### src/rtl/uart_comm_master.sv
// uart_comm_master: host-side UART master that sends 16-bit commands high byte first
// and receives response bytes into rx_data with a rdy flag.
module uart_comm_master #(
    parameter int BAUD_DIV = 108
) (
    input  logic        clk,
    input  logic        rst,
    input  logic        snd_cmd,
    input  logic [15:0] cmd,
    output logic        cmd_cmplt,
    output logic        TX,
    input  logic        RX,
    output logic [7:0]  rx_data,
    output logic        rdy,
    input  logic        clr_rdy
);
    localparam int CW = $clog2(BAUD_DIV);
    localparam logic [CW-1:0] BIT_END = CW'(BAUD_DIV - 1);
    localparam logic [CW-1:0] HALF_END = CW'(BAUD_DIV / 2 - 1);

    typedef enum logic [1:0] {IDLE, SEND_HI, SEND_LO} tx_state_t;
    typedef enum logic [1:0] {RX_IDLE, RX_START, RX_DATA, RX_STOP} rx_state_t;

    tx_state_t     tx_state;
    logic [7:0]    lo_hold;
    logic [9:0]    tx_shift;
    logic [3:0]    tx_bit;
    logic [CW-1:0] tx_cnt;

    rx_state_t     rx_state;
    logic          rx_s1, rx_s2, rx_s3;
    logic [CW-1:0] rx_cnt;
    logic [2:0]    rx_bit;
    logic [7:0]    rx_shift;

    // tx_shift holds {stop, data, start}; bit 0 is always the bit currently on TX
    always_ff @(posedge clk or posedge rst) begin
        if (rst) begin
            tx_state  <= IDLE;
            lo_hold   <= '0;
            tx_shift  <= '1;
            tx_bit    <= '0;
            tx_cnt    <= '0;
            TX        <= 1'b1;
            cmd_cmplt <= 1'b0;
        end else begin
            case (tx_state)
                IDLE: if (snd_cmd) begin
                    lo_hold   <= cmd[7:0];
                    cmd_cmplt <= 1'b0;
                    tx_shift  <= {1'b1, cmd[15:8], 1'b0};
                    TX        <= 1'b0;
                    tx_cnt    <= '0;
                    tx_bit    <= '0;
                    tx_state  <= SEND_HI;
                end
                default: if (tx_cnt != BIT_END) begin
                    tx_cnt <= tx_cnt + 1'b1;
                end else begin
                    tx_cnt <= '0;
                    if (tx_bit != 4'd9) begin
                        tx_bit   <= tx_bit + 1'b1;
                        tx_shift <= {1'b1, tx_shift[9:1]};
                        TX       <= tx_shift[1];
                    end else if (tx_state == SEND_HI) begin
                        tx_bit   <= '0;
                        tx_shift <= {1'b1, lo_hold, 1'b0};
                        TX       <= 1'b0;
                        tx_state <= SEND_LO;
                    end else begin
                        cmd_cmplt <= 1'b1;
                        tx_state  <= IDLE;
                    end
                end
            endcase
        end
    end

    // rdy set at the stop sample is written last so it wins over clr_rdy
    always_ff @(posedge clk or posedge rst) begin
        if (rst) begin
            rx_s1    <= 1'b1;
            rx_s2    <= 1'b1;
            rx_s3    <= 1'b1;
            rx_state <= RX_IDLE;
            rx_cnt   <= '0;
            rx_bit   <= '0;
            rx_shift <= '0;
            rx_data  <= '0;
            rdy      <= 1'b0;
        end else begin
            rx_s1 <= RX;
            rx_s2 <= rx_s1;
            rx_s3 <= rx_s2;
            if (clr_rdy)
                rdy <= 1'b0;
            case (rx_state)
                RX_IDLE: if (rx_s3 && !rx_s2) begin
                    rx_state <= RX_START;
                    rx_cnt   <= '0;
                    rdy      <= 1'b0;
                end
                RX_START: if (rx_cnt != HALF_END) begin
                    rx_cnt <= rx_cnt + 1'b1;
                end else begin
                    rx_cnt   <= '0;
                    rx_bit   <= '0;
                    rx_state <= rx_s2 ? RX_IDLE : RX_DATA;
                end
                RX_DATA: if (rx_cnt != BIT_END) begin
                    rx_cnt <= rx_cnt + 1'b1;
                end else begin
                    rx_cnt   <= '0;
                    rx_shift <= {rx_s2, rx_shift[7:1]};
                    rx_bit   <= rx_bit + 1'b1;
                    if (rx_bit == 3'd7)
                        rx_state <= RX_STOP;
                end
                default: if (rx_cnt != BIT_END) begin
                    rx_cnt <= rx_cnt + 1'b1;
                end else begin
                    rx_cnt   <= '0;
                    rx_data  <= rx_shift;
                    rdy      <= 1'b1;
                    rx_state <= RX_IDLE;
                end
            endcase
        end
    end
endmodule

### config.mk
export PLATFORM = sky130hd
export DESIGN_NAME = uart_comm_master
export DESIGN_NICKNAME = d
export VERILOG_FILES = /design/src/rtl/uart_comm_master.sv
export SDC_FILE = /design/constraint.sdc
export NUM_CORES = 1
export LEC_CHECK = 0
export BUFFER_PORTS_ARGS = -buffer_cell sky130_fd_sc_hd__buf_2
export CAP_MARGIN = 10
export CORE_MARGIN = 1.5
export CORE_UTILIZATION = 50
export CTS_BUF_LIST = sky130_fd_sc_hd__clkbuf_2 sky130_fd_sc_hd__clkbuf_4 sky130_fd_sc_hd__clkbuf_8
export CTS_CLUSTER_DIAMETER = 60
export CTS_CLUSTER_SIZE = 40
export DETAILED_ROUTE_END_ITERATION = 7
export GPL_TIMING_DRIVEN = 0
export PLACE_DENSITY = 0.74
export SETUP_SLACK_MARGIN = 0.4
export SLEW_MARGIN = 25
export SYNTH_ARGS = -nofsm -noshare
export SYNTH_HDL_FRONTEND = slang
export SYNTH_SLANG_ARGS = --single-unit
### constraint.sdc
create_clock -name clk -period 2.5 [get_ports clk]
set_clock_uncertainty 0.2 [all_clocks]
set_input_delay 0.5 -clock clk [delete_from_list [all_inputs] [get_ports clk]]
set_output_delay 0.5 -clock clk [all_outputs]
set_load 0.02 [all_outputs]
## After elaboration in Yosys (flattened, before gate mapping)

Index checks and enable logic that the tools add are counted.

| storage, ports and cells | value |
|---|---|
| input port bits | 21 |
| register bits | 65 |
| output and inout port bits | 11 |
| logic and storage cells | 100 |

| cells by class | value |
|---|---|
| muxes and demuxes | 45 |
| equality and inequality tests | 17 |
| bitwise gates (word level) | 2 |
| reduce and logical (&&, ||, !) cells | 16 |
| add/sub/neg operators | 4 |

Operator list:

| operator | number |
|---|---|
| two-way mux 10 bit | 5 |
| two-way mux 7 bit | 6 |
| two-way mux 2 bit | 11 |
| two-way mux 4 bit | 5 |
| adder 7 x 1 -> 7 bit, second input constant | 2 |
| != test 7 bit, second input constant | 2 |
| case mux 7 bit (2 select lines) | 1 |
| two-way mux 1 bit | 12 |
| != test 2 bit, second input constant | 5 |
| AND reduction 3 bit | 3 |
| != test 7 x 6 -> 1 bit, second input constant | 1 |
| two-way mux 3 bit | 2 |
| != test 2 x 1 -> 1 bit, second input constant | 3 |
| case mux 2 bit (3 select lines) | 1 |
| case mux 3 bit (2 select lines) | 1 |
| AND reduction 2 bit | 3 |
| AND reduction 5 bit | 1 |
| adder 4 x 1 -> 4 bit, second input constant | 1 |
| == test 2 x 1 -> 1 bit, second input constant | 2 |
| logical NOT 2 bit | 2 |
| != test 4 bit, second input constant | 1 |
| AND reduction 4 bit | 1 |
| adder 3 x 1 -> 3 bit, second input constant | 1 |
| == test 3 bit, second input constant | 1 |
| 10 further kinds | 11 |

## Depth between registers and ports, before layout

| logic depth | value |
|---|---|
| depth in word-level cells | 5 |
| depth in mapped cells | 8 |
| depth with buffers taken out | 7 |

## Worst setup path after synthesis

Ideal clock, no wire load.

| timing path | value |
|---|---|
| path kind | reg2reg |
| from | register tx_bit[0] |
| to | register tx_bit[3] |
| required time | 2.231 ns |
| clock period less this slack | 1.975 ns |
| setup slack | 0.525 ns |
| cell stages (with the launch flop) | 7 |
| setup time | 0.069 ns |
| arrival | 1.706 ns |
| path buffers | 0 |
| path through | dfrtp_1 ha_1 and3b_1 nor4b_2 a211oi_1 or4_1 nand3_1 |

| between the ends | value |
|---|---|
| longest elaborated chain between the ends | 4 |
| elaborated cells on any way between the ends | 7 |
| those cells by class | add/sub: 1; eq/ne: 1; mux: 3; reduce/logical: 2 |

Ends and longest elaborated chain:

| item | line | RTL |
|---|---|---|
| start: declaration | 27 | `logic [3:0] tx_bit;` |
| start signal: assignment | 62 | `tx_bit <= tx_bit + 1'b1;` |
| adder 4 x 1 -> 4 bit or != test 4 bit (tied branches) | 62, 61 |  |
| two-way mux 4 bit | 61 | `if (tx_bit != 4'd9) begin` |
| two-way mux 4 bit | 57 | `default: if (tx_cnt != BIT_END) begin` |
| two-way mux 4 bit | 47 | `case (tx_state)` |

Several ways; a longest one is shown, not always the timed one. The select of a mux whose other input is x is not followed.
A chain may end at the register's enable or synchronous reset.

## Worst setup path in the final report

| timing path | value |
|---|---|
| from | register tx_bit[1] |
| to | register tx_shift[5] |

| between the ends | value |
|---|---|
| longest elaborated chain between the ends | 4 |
| elaborated cells on any way between the ends | 6 |
| those cells by class | eq/ne: 1; mux: 3; reduce/logical: 2 |

Ends and longest elaborated chain:

| item | line | RTL |
|---|---|---|
| != test 4 bit * | 61 |  |
| two-way mux 10 bit | 61 |  |
| two-way mux 10 bit | 57 |  |
| two-way mux 10 bit | 47 |  |
| end signal: assignment | 51 | `tx_shift <= {1'b1, cmd[15:8], 1'b0};` |
| end signal: assignment | 63 | `tx_shift <= {1'b1, tx_shift[9:1]};` |
| end signal: assignment | 67 | `tx_shift <= {1'b1, lo_hold, 1'b0};` |
| end: declaration | 26 | `logic [9:0] tx_shift;` |

Mark *: on every way between the ends. The rest lies on a longest branch, timed or not. The select of a mux whose other input is x is not followed.

==> results.md <==
- The flow ran to the end, and the final reports show no timing, DRC or antenna violations.
- The floorplan has 28 rows.
- The top cell type by area accounts for 42.5% of the synthesized area.
- In the global route stage, overall resource usage came out at 20.1%.
- The top achievable clock speed is 488 MHz.
- The number of top-level pins is 32.
- The tool flagged a number of max-cap violations equal to 0.
- The HPWL reported at the end of detailed placement is 4000 um.
- Registers take ~1600 um2.
- The total count of max-transition violations in the final report is 0.
- The number of placed instances, taps included, is 390.
- The power density of the placed cells is 857 nW/um2.
- The CTS buffer count is 9.
- The final antenna-violating net count is 0.
- The slowest cell on the critical path is sky130_fd_sc_hd__dfrtp_1.
- TritonCTS built the clock tree.
- The number of register bits inferred by synthesis is 63.
- The gate count of the mapped netlist is 282.
- The largest area contributor in the synthesized netlist is sky130_fd_sc_hd__dfrtp_1.
- The post-route netlist has around a third of its cells at a drive strength greater than 1.
- In the final routed layout, each cell accounts on average for about 14 um.
- The first global-routing pass estimated between 9000 and 10000 um of wire.
- After synthesis, the share of flip-flops with an asynchronous set or reset is 100%.
- The worst slew margin relative to its limit is 62.9%.
- The net count of the finished layout is between 300 and 400.
- The initial utilization of the core area, before any placement, comes to 51.3%.
- The tree is rooted in a sky130_fd_sc_hd__clkbuf_8.
- The remaining global-route overflow is 0.
- Clock latency on the worst-skew pair, taken at its later pin, is ~0.35 ns.
- The largest single stage delay on the critical path is ~0.41 ns.
- The largest fanout of any net on the critical path is 10.
- The remaining design rule violation count is 0.
- The per-instance average area after synthesis is 10.6 um2.
- The critical path class is flop to flop.
- The critical path endpoint category is a flop.
- The most used flip-flop cell after synthesis is sky130_fd_sc_hd__dfrtp_1.
- Synthesis produced a netlist with a net count of around 310.
- From synthesis to final layout, the design area changed by 20.6%.
- The x dimension of the die is 80.5 um.
- Input and output buffers added on the ports amount to 31.
- The transition time of the tightest slew-check pin is 0.556 ns.
- Yosys mapped a number of flops with a built-in enable equal to 0.
- The total vias in the final route is about 2300.
- In this run the register-to-register setup slack is roughly 0.45 ns.
- Before CTS, the worst setup slack after placement is 0.351 ns.
- Dividing the detail-routed via count by the number of cells gives roughly 5.5.
- Subtracting the final worst setup slack from the clock period gives a little over 2 ns.
- The antenna cell count is 0.
- The worst hold path belongs to the class primary input to flop.
- The critical path goes through inv_2 > ha_4 > and3b_2 > nor4b_4 > a211oi_2 > clkbuf_4 > a311o_1 > nand2_1.
- The area used by multi-input combinational logic is 1390 um2.
- The distinct cell type count of the synthesized netlist is 45.
- The total length of routed wires is 5890 um.
- The initial antenna violation count is 0.
- The count of final hold-check violations is 0.
- The clock passes through at most 2 buffers.
- Summing every instance area after synthesis gives 3000 um2.
- The proportion of synthesized chip area in sequential cells is 53.0%.
- Clock tree synthesis found a total of 63 sinks.
- The height of the die is around 80 um.
- The completed layout was analyzed and its total power is 3.10 mW.
- In this run, the number of DRC markers left after iteration 0 of detailed routing was 49.
- The most common cell in the synthesized netlist is sky130_fd_sc_hd__dfrtp_1.
- The first TritonRoute pass finished after 4 iterations.
- Clock-pin slew was measured on the worst setup and hold paths at 0.07 ns.
- The core region is 5850 um2.
- After layout, the worst path uses 82.0% of the clock period.
- Yosys printed 0 warnings.
- Yosys attributes the largest share of cell area to sky130_fd_sc_hd__dfrtp_1 (43%), sky130_fd_sc_hd__dfstp_2 (11%), sky130_fd_sc_hd__mux2_2 (9.0%), sky130_fd_sc_hd__nand2_1 (5.8%), sky130_fd_sc_hd__ha_1 (4.6%).
- The kind of cell adding the most delay to the critical path is simple AND/OR/NAND/NOR gates.
- Setup repair after global routing could not meet its margin everywhere.
- Setup total negative slack on the finished layout was measured at 0 ns.
- Entering global routing, the biggest net connects 33 pins.
- After layout, the worst setup slack is approximately 0.45 ns.
- The worst setup path is launched from a flop.
- At the worst endpoint, the arrival time is 2.14 ns.
- For this design the static power due to leakage is ~1.7 nW.
- The worst IR drop on VDD is 0.573 mV.
- Setup violations remaining at the end of the flow were counted as 0.
- The total die area is 6470 um2.
- At the worst endpoint, the required time is roughly 2.6 ns.
- By count the netlist is led by sky130_fd_sc_hd__dfrtp_1 (51), sky130_fd_sc_hd__nand2_1 (46), sky130_fd_sc_hd__o21ai_0 (25), sky130_fd_sc_hd__mux2_2 (24), sky130_fd_sc_hd__a21oi_1 (17).
- At the end of routability-driven placement, the weighted congestion stood at 0.806.
- The number of global-route vias before repair is 2159.
- For this run, the number of standard cells in the final layout without fillers is 410.
- The clock tree synthesis step divided the H-tree into 3 levels.
- The sum of buffers and inverters on the critical path is 2.
- Counting the fill cells in the layout gives 474.
[logic make-up after synthesis]
group | share of synthesized area, %
mux | 9.01
buf+inv | 2.79
xor+xnor | 1.46
fa+ha+maj | 4.59
compound gates | 13.4
flops | 53.0
simple gates | 15.7
[cell type report]
class / count / share of cell area, %
plain buffers: 10 / 1.69
well taps: 75 / 2.59
inverters: 8 / 0.934
clock buffers: 10 / 3.80
clock inverters: 6 / 1.90
repair buffers: 37 / 6.50
multi-input cells: 201 / 38.5
flip-flops and latches: 63 / 44.1
[final timing paths]
kind,startpoint,end,cells past startpoint
max,tx_bit[1],tx_shift[5],8
min,RX,rx_s1,1
max reg2reg,tx_bit[1],tx_shift[5],8
min reg2reg,rx_s1,rx_s2,0
max in group asynchronous,rst,tx_shift[5],4
min in group asynchronous,rst,rx_data[2],3
[placed cells by master, fill, tap and decap left out, drive strengths merged, types with 3 or more instances in the layout]
cell type | Yosys | layout
and3 | 3 | 3
xor2 | 3 | 3
nand2 | 48 | 48
inv | 8 | 8
a31oi | 3 | 3
nand4 | 3 | 3
nand3b | 3 | 3
dfstp | 12 | 12
nand2b | 3 | 3
ha | 11 | 11
buf | 3 | 39
nor2 | 16 | 16
mux2 | 24 | 24
nand3 | 11 | 11
dfrtp | 51 | 51
a22o | 3 | 3
clkinv | 0 | 3
o21ai | 26 | 26
clkbuf | 7 | 17
a21oi | 17 | 17
[metrics by stage]
stage	cell area [um2]	hold slack, ns	utilization (%)
finish	3620	0.0484	61.8
global route	3620	0.0349	61.8
CTS	3530	0.0377	60.4
detailed placement	3300	0.150	56.4
global placement	3250	0.148	55.6
floorplan	3000	0.145	-
[metal layers]
metal  track usage (%)  wire length, um  vias to the layer above
met4              7.24               66                        0
met1              23.4             2500                     1103
met5                 0                0                        -
met3              7.27              280                        7
met2              34.0             3040                       49
li1                  -                -                     1101
[registers in the layout, summed over array words and instances, names as in the netlist]
register	cells
rx_s2	1
lo_hold	8
tx_shift	8
tx_bit	4
rx_shift	8
rx_cnt	7
rx_data	8
rx_s1	1
rdy	1
rx_state	2
tx_cnt	7
tx_state	2
rx_s3	1
cmd_cmplt	1
rx_bit	3
TX	1
[what timing repair did]
action / CTS / global route
endpoints found under the setup margin: 12 / 18
buffers inserted: 0 / 3
hold buffers: 1 / 0
hold endpoints to repair: 11 / 0
pin swaps: 1 / 6
gates resized for setup: 4 / 20
[where the power goes]
group          internal, mW  switching, mW  leakage, nW
clock network         0.492          0.418        0.103
registers              1.26          0.160        0.792
logic                 0.345          0.428        0.786
total                  2.09           1.01         1.68
Power figures use the tool's default switching activity.
